File: src/rtl/imem_pkg.sv
`default_nettype none
// ============================================================================
//  Module      : imem_pkg
//  Description : Types and constants shared by the instruction memory, its
//                fetch path and the instruction memory loader.
//  Revision    : 1.0 - initial release
// ============================================================================
package imem_pkg;

    localparam int INSTR_W     = 24;
    localparam int IMEM_ADDR_W = 8;

    typedef logic [INSTR_W-1:0] instr_t;

    // Loader FSM: three byte-collect states, one write state, one done state.
    typedef enum logic [2:0] {
        IDLE  = 3'd0,
        B0    = 3'd1,
        B1    = 3'd2,
        B2    = 3'd3,
        WRITE = 3'd4,
        DONE  = 3'd5
    } loader_state_t;

endpackage
`default_nettype wire

File: src/rtl/instr_mem_loader_if.sv
`default_nettype none
// ============================================================================
//  Module      : instr_mem_loader_if
//  Description : Byte stream, control and memory write port bundle of the
//                instruction memory loader.
//  Revision    : 1.0 - initial release
// ============================================================================
interface instr_mem_loader_if #(
    parameter int ADDR_W = 8
);
    import imem_pkg::*;

    logic              start;
    logic [ADDR_W:0]   num_words;
    logic [7:0]        byte_in;
    logic              byte_valid;
    logic              byte_ready;
    logic              wr_en;
    logic [ADDR_W-1:0] wr_addr;
    instr_t            wr_data;
    logic              pc_hold;
    logic              done;
    logic [7:0]        checksum;

    // Master: the byte source / controller side.
    modport master (
        output start, num_words, byte_in, byte_valid,
        input  byte_ready, wr_en, wr_addr, wr_data, pc_hold, done, checksum
    );

    // Slave: the loader itself.
    modport slave (
        input  start, num_words, byte_in, byte_valid,
        output byte_ready, wr_en, wr_addr, wr_data, pc_hold, done, checksum
    );

endinterface
`default_nettype wire

File: src/rtl/instr_mem_loader.sv
`default_nettype none
// ============================================================================
//  Module      : instr_mem_loader
//  Description : Packs a byte stream (MSB first) into 24-bit instruction
//                words and writes them to consecutive instruction memory
//                addresses from 0, holding the PC in reset while loading.
//  Revision    : 1.0 - initial release
// ============================================================================
module instr_mem_loader
    import imem_pkg::*;
#(
    parameter int ADDR_W = IMEM_ADDR_W,
    parameter int DEPTH  = 2**ADDR_W
) (
    input  logic              CLK,
    input  logic              reset,
    instr_mem_loader_if.slave bus
);

    localparam logic [ADDR_W:0] DEPTH_CNT = DEPTH[ADDR_W:0];
    localparam logic [ADDR_W:0] ONE_CNT   = {{ADDR_W{1'b0}}, 1'b1};

    loader_state_t     r_state;
    loader_state_t     w_next;

    logic [ADDR_W:0]   r_count;
    logic [ADDR_W-1:0] r_addr;
    instr_t            r_word;
    logic [7:0]        r_checksum;

    logic              w_accept_start;
    logic              w_xfer;
    logic              w_last;
    logic [ADDR_W:0]   w_count_clamped;

    assign w_accept_start  = (r_state == IDLE) && bus.start;
    assign w_xfer          = bus.byte_valid && bus.byte_ready;
    // Address is widened by one bit so a full DEPTH-word load compares cleanly.
    assign w_last          = ({1'b0, r_addr} == (r_count - ONE_CNT));
    assign w_count_clamped = (bus.num_words > DEPTH_CNT) ? DEPTH_CNT : bus.num_words;

    // All outputs come from registers or the state decode, never from byte_valid.
    assign bus.byte_ready = (r_state == B0) || (r_state == B1) || (r_state == B2);
    assign bus.wr_en      = (r_state == WRITE);
    assign bus.wr_addr    = r_addr;
    assign bus.wr_data    = r_word;
    assign bus.pc_hold    = (r_state != IDLE);
    assign bus.done       = (r_state == DONE);
    assign bus.checksum   = r_checksum;

    // State register.
    always_ff @(posedge CLK or posedge reset) begin
        if (reset) begin
            r_state <= IDLE;
        end else begin
            r_state <= w_next;
        end
    end

    // Next-state decode.
    always_comb begin
        w_next = r_state;
        case (r_state)
            IDLE: begin
                if (w_accept_start) begin
                    w_next = (w_count_clamped == '0) ? DONE : B0;
                end
            end
            B0:      if (w_xfer) w_next = B1;
            B1:      if (w_xfer) w_next = B2;
            B2:      if (w_xfer) w_next = WRITE;
            WRITE:   w_next = w_last ? DONE : B0;
            DONE:    w_next = IDLE;
            default: w_next = IDLE;
        endcase
    end

    // Count latch, byte packer, running checksum and address counter.
    always_ff @(posedge CLK or posedge reset) begin
        if (reset) begin
            r_count    <= '0;
            r_addr     <= '0;
            r_word     <= '0;
            r_checksum <= '0;
        end else begin
            case (r_state)
                IDLE: begin
                    if (w_accept_start) begin
                        r_count    <= w_count_clamped;
                        r_addr     <= '0;
                        r_checksum <= '0;
                    end
                end
                B0: begin
                    if (w_xfer) begin
                        r_word[23:16] <= bus.byte_in;
                        r_checksum    <= r_checksum ^ bus.byte_in;
                    end
                end
                B1: begin
                    if (w_xfer) begin
                        r_word[15:8] <= bus.byte_in;
                        r_checksum   <= r_checksum ^ bus.byte_in;
                    end
                end
                B2: begin
                    if (w_xfer) begin
                        r_word[7:0] <= bus.byte_in;
                        r_checksum  <= r_checksum ^ bus.byte_in;
                    end
                end
                WRITE: begin
                    // The final address is left on wr_addr once the load ends.
                    if (!w_last) begin
                        r_addr <= r_addr + ADDR_W'(1);
                    end
                end
                default: begin
                end
            endcase
        end
    end

endmodule
`default_nettype wire

File: src/flat_wrapper.sv
// flat-port wrapper written by rule: the top's interface ports become plain ports
module instr_mem_loader_flat import imem_pkg::*;
#(
    parameter int ADDR_W = IMEM_ADDR_W,
    parameter int DEPTH  = 2**ADDR_W
)
  (CLK, reset, bus_start, bus_num_words, bus_byte_in, bus_byte_valid, bus_byte_ready, bus_wr_en, bus_wr_addr, bus_wr_data, bus_pc_hold, bus_done, bus_checksum);
  instr_mem_loader_if #(.ADDR_W(ADDR_W)) bus_i ();
  input  logic CLK;
  input  logic reset;
  input wire logic [$bits(bus_i.start)-1:0] bus_start;
  input wire logic [$bits(bus_i.num_words)-1:0] bus_num_words;
  input wire logic [$bits(bus_i.byte_in)-1:0] bus_byte_in;
  input wire logic [$bits(bus_i.byte_valid)-1:0] bus_byte_valid;
  output wire logic [$bits(bus_i.byte_ready)-1:0] bus_byte_ready;
  output wire logic [$bits(bus_i.wr_en)-1:0] bus_wr_en;
  output wire logic [$bits(bus_i.wr_addr)-1:0] bus_wr_addr;
  output wire logic [$bits(bus_i.wr_data)-1:0] bus_wr_data;
  output wire logic [$bits(bus_i.pc_hold)-1:0] bus_pc_hold;
  output wire logic [$bits(bus_i.done)-1:0] bus_done;
  output wire logic [$bits(bus_i.checksum)-1:0] bus_checksum;
  assign bus_i.start = bus_start;
  assign bus_i.num_words = bus_num_words;
  assign bus_i.byte_in = bus_byte_in;
  assign bus_i.byte_valid = bus_byte_valid;
  assign bus_byte_ready = bus_i.byte_ready;
  assign bus_wr_en = bus_i.wr_en;
  assign bus_wr_addr = bus_i.wr_addr;
  assign bus_wr_data = bus_i.wr_data;
  assign bus_pc_hold = bus_i.pc_hold;
  assign bus_done = bus_i.done;
  assign bus_checksum = bus_i.checksum;
  instr_mem_loader #(.ADDR_W(ADDR_W), .DEPTH(DEPTH)) u_core (.CLK(CLK), .reset(reset), .bus(bus_i));
endmodule
File: config.mk
export PLATFORM = sky130hd
export DESIGN_NAME = instr_mem_loader_flat
export DESIGN_NICKNAME = d
export VERILOG_FILES = /design/src/rtl/imem_pkg.sv /design/src/rtl/instr_mem_loader_if.sv /design/src/rtl/instr_mem_loader.sv /design/src/flat_wrapper.sv
export SDC_FILE = /design/constraint.sdc
export NUM_CORES = 1
export LEC_CHECK = 0
export CAP_MARGIN = 0
export CORE_ASPECT_RATIO = 1.2
export CORE_MARGIN = 4
export CORE_UTILIZATION = 25
export DETAILED_ROUTE_END_ITERATION = 12
export SLEW_MARGIN = 20
export SYNTH_ARGS = -nofsm -noshare
export SYNTH_HDL_FRONTEND = slang
export SYNTH_SLANG_ARGS = --single-unit
File: constraint.sdc
create_clock -name CLK -period 5.35 [get_ports CLK]
set_input_delay 0.535 -clock CLK [delete_from_list [all_inputs] [get_ports CLK]]
set_output_delay 0.535 -clock CLK [all_outputs]
set_load 0.01 [all_outputs]
## Word level (Yosys, flattened, before mapping)

Index checks and enable logic that the tools add are counted.

| word-level totals | value |
|---|---|
| word-level logic and storage cells | 53 |
| bits in registers | 52 |
| bits of input ports | 21 |

| operators by class | value |
|---|---|
| bitwise operators | 1 |
| reductions and logical operators | 17 |
| $lt $le $gt $ge | 1 |
| $add $sub $neg | 2 |
| mux-type cells | 13 |
| equal/unequal tests | 12 |

Operators by type and width:

| operator | count |
|---|---|
| $pmux W8 S2 | 2 |
| $mux W8 | 3 |
| $mux W3 | 6 |
| $pmux W3 S5 | 1 |
| $ne A2 B1 Y1 const B | 5 |
| $eq A8 B9 Y1 | 1 |
| $gt A9 B9 Y1 const B | 1 |
| $logic_not A9 Y1 | 1 |
| $mux W9 | 1 |
| $sub A9 B1 Y9 const B | 1 |
| $add A8 B1 Y8 const B | 1 |
| $reduce_and A2 Y1 | 4 |
| $xor A8 B8 Y8 | 1 |
| $eq A3 B2 Y1 const B | 2 |
| $eq A3 B3 Y1 const B | 2 |
| $reduce_and A3 Y1 | 2 |
| $reduce_and A4 Y1 | 1 |
| $reduce_bool A2 Y1 | 2 |
| $eq A3 B1 Y1 const B | 1 |
| $logic_not A3 Y1 | 1 |
| $reduce_bool A3 Y1 | 1 |
| $reduce_or A3 Y1 | 1 |
| $logic_and A1 B1 Y1 | 2 |
| $logic_or A1 B1 Y1 | 2 |
| $ne A2 B2 Y1 const B | 1 |

## Depth between registers and ports, before layout

| logic depth | value |
|---|---|
| depth in word-level cells | 6 |
| mapped depth | 10 |
| depth with buffers taken out | 8 |

## Worst setup path after synthesis

OpenSTA, ideal clock, no wires.

| path | value |
|---|---|
| path type | reg-to-reg |
| start point | reg u_core.r_count[2] |
| end point | reg u_core.r_addr[1] (netlist: u_core.bus.wr_addr[1]) |
| slack | 3.013 ns |
| path buffers | 0 |
| cell stages (with the launch flop) | 7 |
| data required time | 5.225 ns |
| arrival time | 2.212 ns |
| clock period less this slack | 2.337 ns |
| cells stage by stage | dfrtp_1 -> nor4_4 -> nand2_2 -> or4_4 -> a2111oi_4 -> or2b_4 -> mux2_4 |

| on the way | value |
|---|---|
| longest elaborated chain between the ends | 4 |

Ends and longest elaborated chain:

| item | RTL line | source |
|---|---|---|
| from (decl) | instr_mem_loader.sv:26 | `logic [ADDR_W:0] r_count;` |
| from (signal assigned) | instr_mem_loader.sv:89 | `r_count <= w_count_clamped;` |
| $sub A9 B1 Y9 | instr_mem_loader.sv:39 | `assign w_last = ({1'b0, r_addr} == (r_count - ONE_CNT));` |
| $eq A8 B9 Y1 | instr_mem_loader.sv:39 |  |
| $ne A2 B2 Y1 (no source line) | n/a |  |
| $reduce_and A3 Y1 (no source line) | n/a |  |
| to (signal assigned) | instr_mem_loader.sv:115 | `r_addr <= r_addr + ADDR_W'(1);` |
| to (decl) | instr_mem_loader.sv:27 | `logic [ADDR_W-1:0] r_addr;` |

No other way between the ends.
A chain may end at the register's enable or synchronous reset.

## Final worst setup path

Same ends and word-level chain as after synthesis.

==> insert_results.sql <==
INSERT INTO impl_metrics (metric_group, metric, value, unit) VALUES
('run_status', 'run_status', 'complete, no violations', ''),
('min_path', 'hold_path.class', 'reg -> reg', ''),
('clocking', 'cts-root-buf', 'sky130_fd_sc_hd__clkbuf_16', ''),
('power', 'total_leakage_power', '1.477', 'nW'),
('setup_path', 'end_kind', 'register', ''),
('timing', 'finalWorstPathRequiredPeriod', '2.764', 'ns'),
('timing', 'tns', '0', 'ns'),
('die', 'num_rows', '40', ''),
('clocking', 'clock_tree.htree_level_count', '2', ''),
('logic_synthesis', 'register_area_share_after_synthesis', '0.5029', ''),
('logic_synthesis', 'postSynth.topFlopCell', 'sky130_fd_sc_hd__dfrtp_1', ''),
('logic_synthesis', 'synth.distinct_cells', '47', ''),
('clocking', 'cts.sinks', '52', ''),
('placement', 'dp.cells', '420', ''),
('logic_synthesis', 'post_synth_xor_area_fraction', '0.06093', ''),
('finish', 'layoutNonFillerInstCount', '428', ''),
('finish', 'num-fill-cells', '1007', ''),
('logic_synthesis', 'synth.top_cell.area_share', '0.5029', ''),
('placement', 'portBuffers', '64', ''),
('drt', 'remaining_drc_errors', '0', ''),
('logic_synthesis', 'async_flop_share', '1.000', ''),
('clocking', 'numCtsBuffers', '5', ''),
('drt', 'drt-wirelength-per-cell', '15.52', 'um'),
('logic_synthesis', 'synth_simple_gate_area_frac', '0.2157', ''),
('logic_synthesis', 'synth.cells.most_frequent', 'sky130_fd_sc_hd__dfrtp_1 (52), sky130_fd_sc_hd__nand2_1 (33), sky130_fd_sc_hd__mux2_2 (25)', ''),
('drt', 'dr_total_vias', '1982', ''),
('power', 'power_density', '561.7', 'mW/mm^2'),
('run', 'maximum_capacitance_violations', '0', ''),
('timing', 'final_max_slew_viol_count', '0', ''),
('global_route', 'number_of_antenna_violations_at_the_first_check_in_global_routing', '0', ''),
('placement', 'gp_congestion', '0.7865', ''),
('drt', 'postRouteAntennaNets', '0', ''),
('clocking', 'tritoncts', 'done', ''),
('logic_synthesis', 'average_size_of_a_mapped_cell', '10.87', 'um^2'),
('global_route', 'maximum_number_of_pins_on_one_net_before_global_route_repair', '53', ''),
('die', 'io-pin-count', '65', ''),
('logic_synthesis', 'synth.most_common_cell', 'sky130_fd_sc_hd__dfrtp_1', ''),
('setup_path', 'regToRegStartpoint', 'u_core.r_count[2]$_DFFE_PP0P_', ''),
('logic_synthesis', 'synth_area_leaders', 'sky130_fd_sc_hd__dfrtp_1 (50%), sky130_fd_sc_hd__mux2_2 (11%), sky130_fd_sc_hd__nand2_1 (4.8%), sky130_fd_sc_hd__xor2_1 (4.4%), sky130_fd_sc_hd__nor2_1 (3.2%)', ''),
('die', 'die_width', '100.9', 'um'),
('finish', 'insertedDiodeCount', '0', ''),
('logic_synthesis', 'cells_after_synth', '238', ''),
('die', 'floorplan.die.height', '119.4', 'um'),
('clocking', 'clkSlewWorstSetupHoldPaths', '0.07', 'ns'),
('timing', 'setup_viol', '0', ''),
('finish', 'final_net_count', '324', ''),
('logic_synthesis', 'synth.mux.area_fraction', '0.1146', ''),
('global_route', 'first_pass_grt_wire_length', '10650', 'um'),
('finish', 'areaGrowthSynthToFinish', '35.64', '%'),
('finish', 'fraction_of_layout_instances_using_a_drive_strength_above_1', '0.1556', ''),
('placement', 'hpwlAfterDp', '4741', 'um'),
('setup_path', 'crit_path_start_kind', 'register', ''),
('die', 'initial_utilization', '0.2572', ''),
('setup_path', 'cp.required', '5.53', 'ns'),
('logic_synthesis', 'synth-edff-count', '0', ''),
('die', 'fp.dieArea', '0.01205', 'mm^2'),
('logic_synthesis', 'syn-cell-area', '0.002587', 'mm^2'),
('die', 'core_area', '0.01006', 'mm^2'),
('drt', 'detail_route.iter0.violations', '63', ''),
('setup_path', 'timing.critical_path.arrival', '2.94', 'ns'),
('logic_synthesis', 'yosys_warnings', '0', ''),
('timing', 'hold_violations', '0', ''),
('timing', 'final.setup_skew', '0.004441', 'ns'),
('logic_synthesis', 'synth_compound_area_frac', '0.07205', ''),
('logic_synthesis', 'yosys.area.top_type', 'sky130_fd_sc_hd__dfrtp_1', ''),
('clocking', 'hold_buffers', '0', ''),
('timing', 'tightestPinTransition', '0.8434', 'ns'),
('timing', 'relSlewSlack', '0.4353', ''),
('logic_synthesis', 'mappedNetlistNets', '261', ''),
('logic_synthesis', 'yosys.area_share.adder', '0.009671', ''),
('clocking', 'ctsLongestPathBuffers', '2', '');
area by class of cell:
| type | instances | area, um^2 | share of cell area |
|---|---|---|---|
| tap | 126 | 157.7 | 0.04492 |
| multi-input combinational | 172 | 1231 | 0.3508 |
| clock inverter | 3 | 27.53 | 0.007843 |
| timing repair buffer | 65 | 648.1 | 0.1847 |
| sequential | 52 | 1301 | 0.3708 |
| clock buffer | 5 | 125.1 | 0.03565 |
| inverter | 5 | 18.77 | 0.005348 |
final timing paths:
path / end / slack (ns) / cells after the start
worst min register to register: u_core.bus.wr_data[3]$_DFFE_PP0P_ / 0.51 / 1
max in group asynchronous: u_core.bus.wr_data[14]$_DFFE_PP0P_ / 4.16 / 3
worst max register to register: u_core.bus.wr_addr[1]$_DFFE_PP0P_ / 2.59 / 6
min in group asynchronous: u_core.bus.wr_addr[4]$_DFFE_PP0P_ / 0.74 / 3
worst max-delay path: u_core.bus.wr_addr[1]$_DFFE_PP0P_ / 2.59 / 6
worst min-delay path: u_core.bus.wr_data[3]$_DFFE_PP0P_ / 0.51 / 1
report_power, final:
part / switching [mW] / internal [mW] / total [mW] / leakage [nW]
Sequential: 0.159 / 0.561 / 0.721 / 0.652
Clock: 0.156 / 0.178 / 0.334 / 0.0719
Combinational: 0.411 / 0.506 / 0.916 / 0.753
Total: 0.726 / 1.24 / 1.97 / 1.48
metal layers:
metal	track usage	share of wire
met4	0.02864	0.0072
met5	0	0
met2	0.1829	0.48
met3	0.04159	0.083
met1	0.1367	0.43
metrics by stage:
| step | instance area, um^2 | worst slack, ns | power (mW) | util | hold slack, ns |
|---|---|---|---|---|---|
| floorplan | 2587 | 3.013 | 1.230 | - | 0.5035 |
| global placement | 3352 | 2.653 | 1.637 | 0.3332 | 0.4905 |
| detailed placement | 3352 | 2.615 | 1.654 | 0.3332 | 0.4948 |
| CTS | 3505 | 2.594 | 2.002 | 0.3484 | 0.5124 |
| global route | 3510 | 2.377 | 2.111 | 0.3489 | 0.5198 |
| finish | 3510 | 2.586 | 1.971 | 0.3489 | 0.5072 |
cell usage in the layout (no fill, tap or decap), drive strengths merged, types with 2 or more instances in the layout:
cell	instances
clkdlybuf4s50	64
dfrtp	52
nand2	34
mux2	26
nor2	22
xor2	13
nand3b	9
nor3	7
inv	6
o21ai	6
xnor2	5
clkbuf	5
or4	5
nand3	4
o211ai	4
a21oi	4
or3	3
and3	3
nand4	3
nor3b	3
and3b	2
ha	2
or2	2
nor4	2
kinds of logic (layout without fill, tap and decap cells):
group | Yosys count | after routing
and+or+nand+nor | 103 | 103
AOI/OAI and AO/OA | 23 | 23
buffers and inverters | 14 | 78
DFF | 52 | 52
adders and majority gates | 2 | 2
xor gates and xnor gates | 18 | 18
muxes | 26 | 26
sequential cells by signal, summed over array words and instances, names as in the netlist:
register             cells
u_core.bus.wr_data      24
u_core.r_count           9
u_core.bus.checksum      8
u_core.bus.wr_addr       8
u_core.r_state           3
critical path, stage by stage (launching register included):
cell                        delay, ns
sky130_fd_sc_hd__dfrtp_1         0.47
sky130_fd_sc_hd__nor4_4          0.39
sky130_fd_sc_hd__nand2_2         0.09
sky130_fd_sc_hd__or4_4           0.50
sky130_fd_sc_hd__a2111oi_4       0.65
sky130_fd_sc_hd__or2b_4          0.25
sky130_fd_sc_hd__mux2_4          0.29
(Power assumes the default switching activity.)
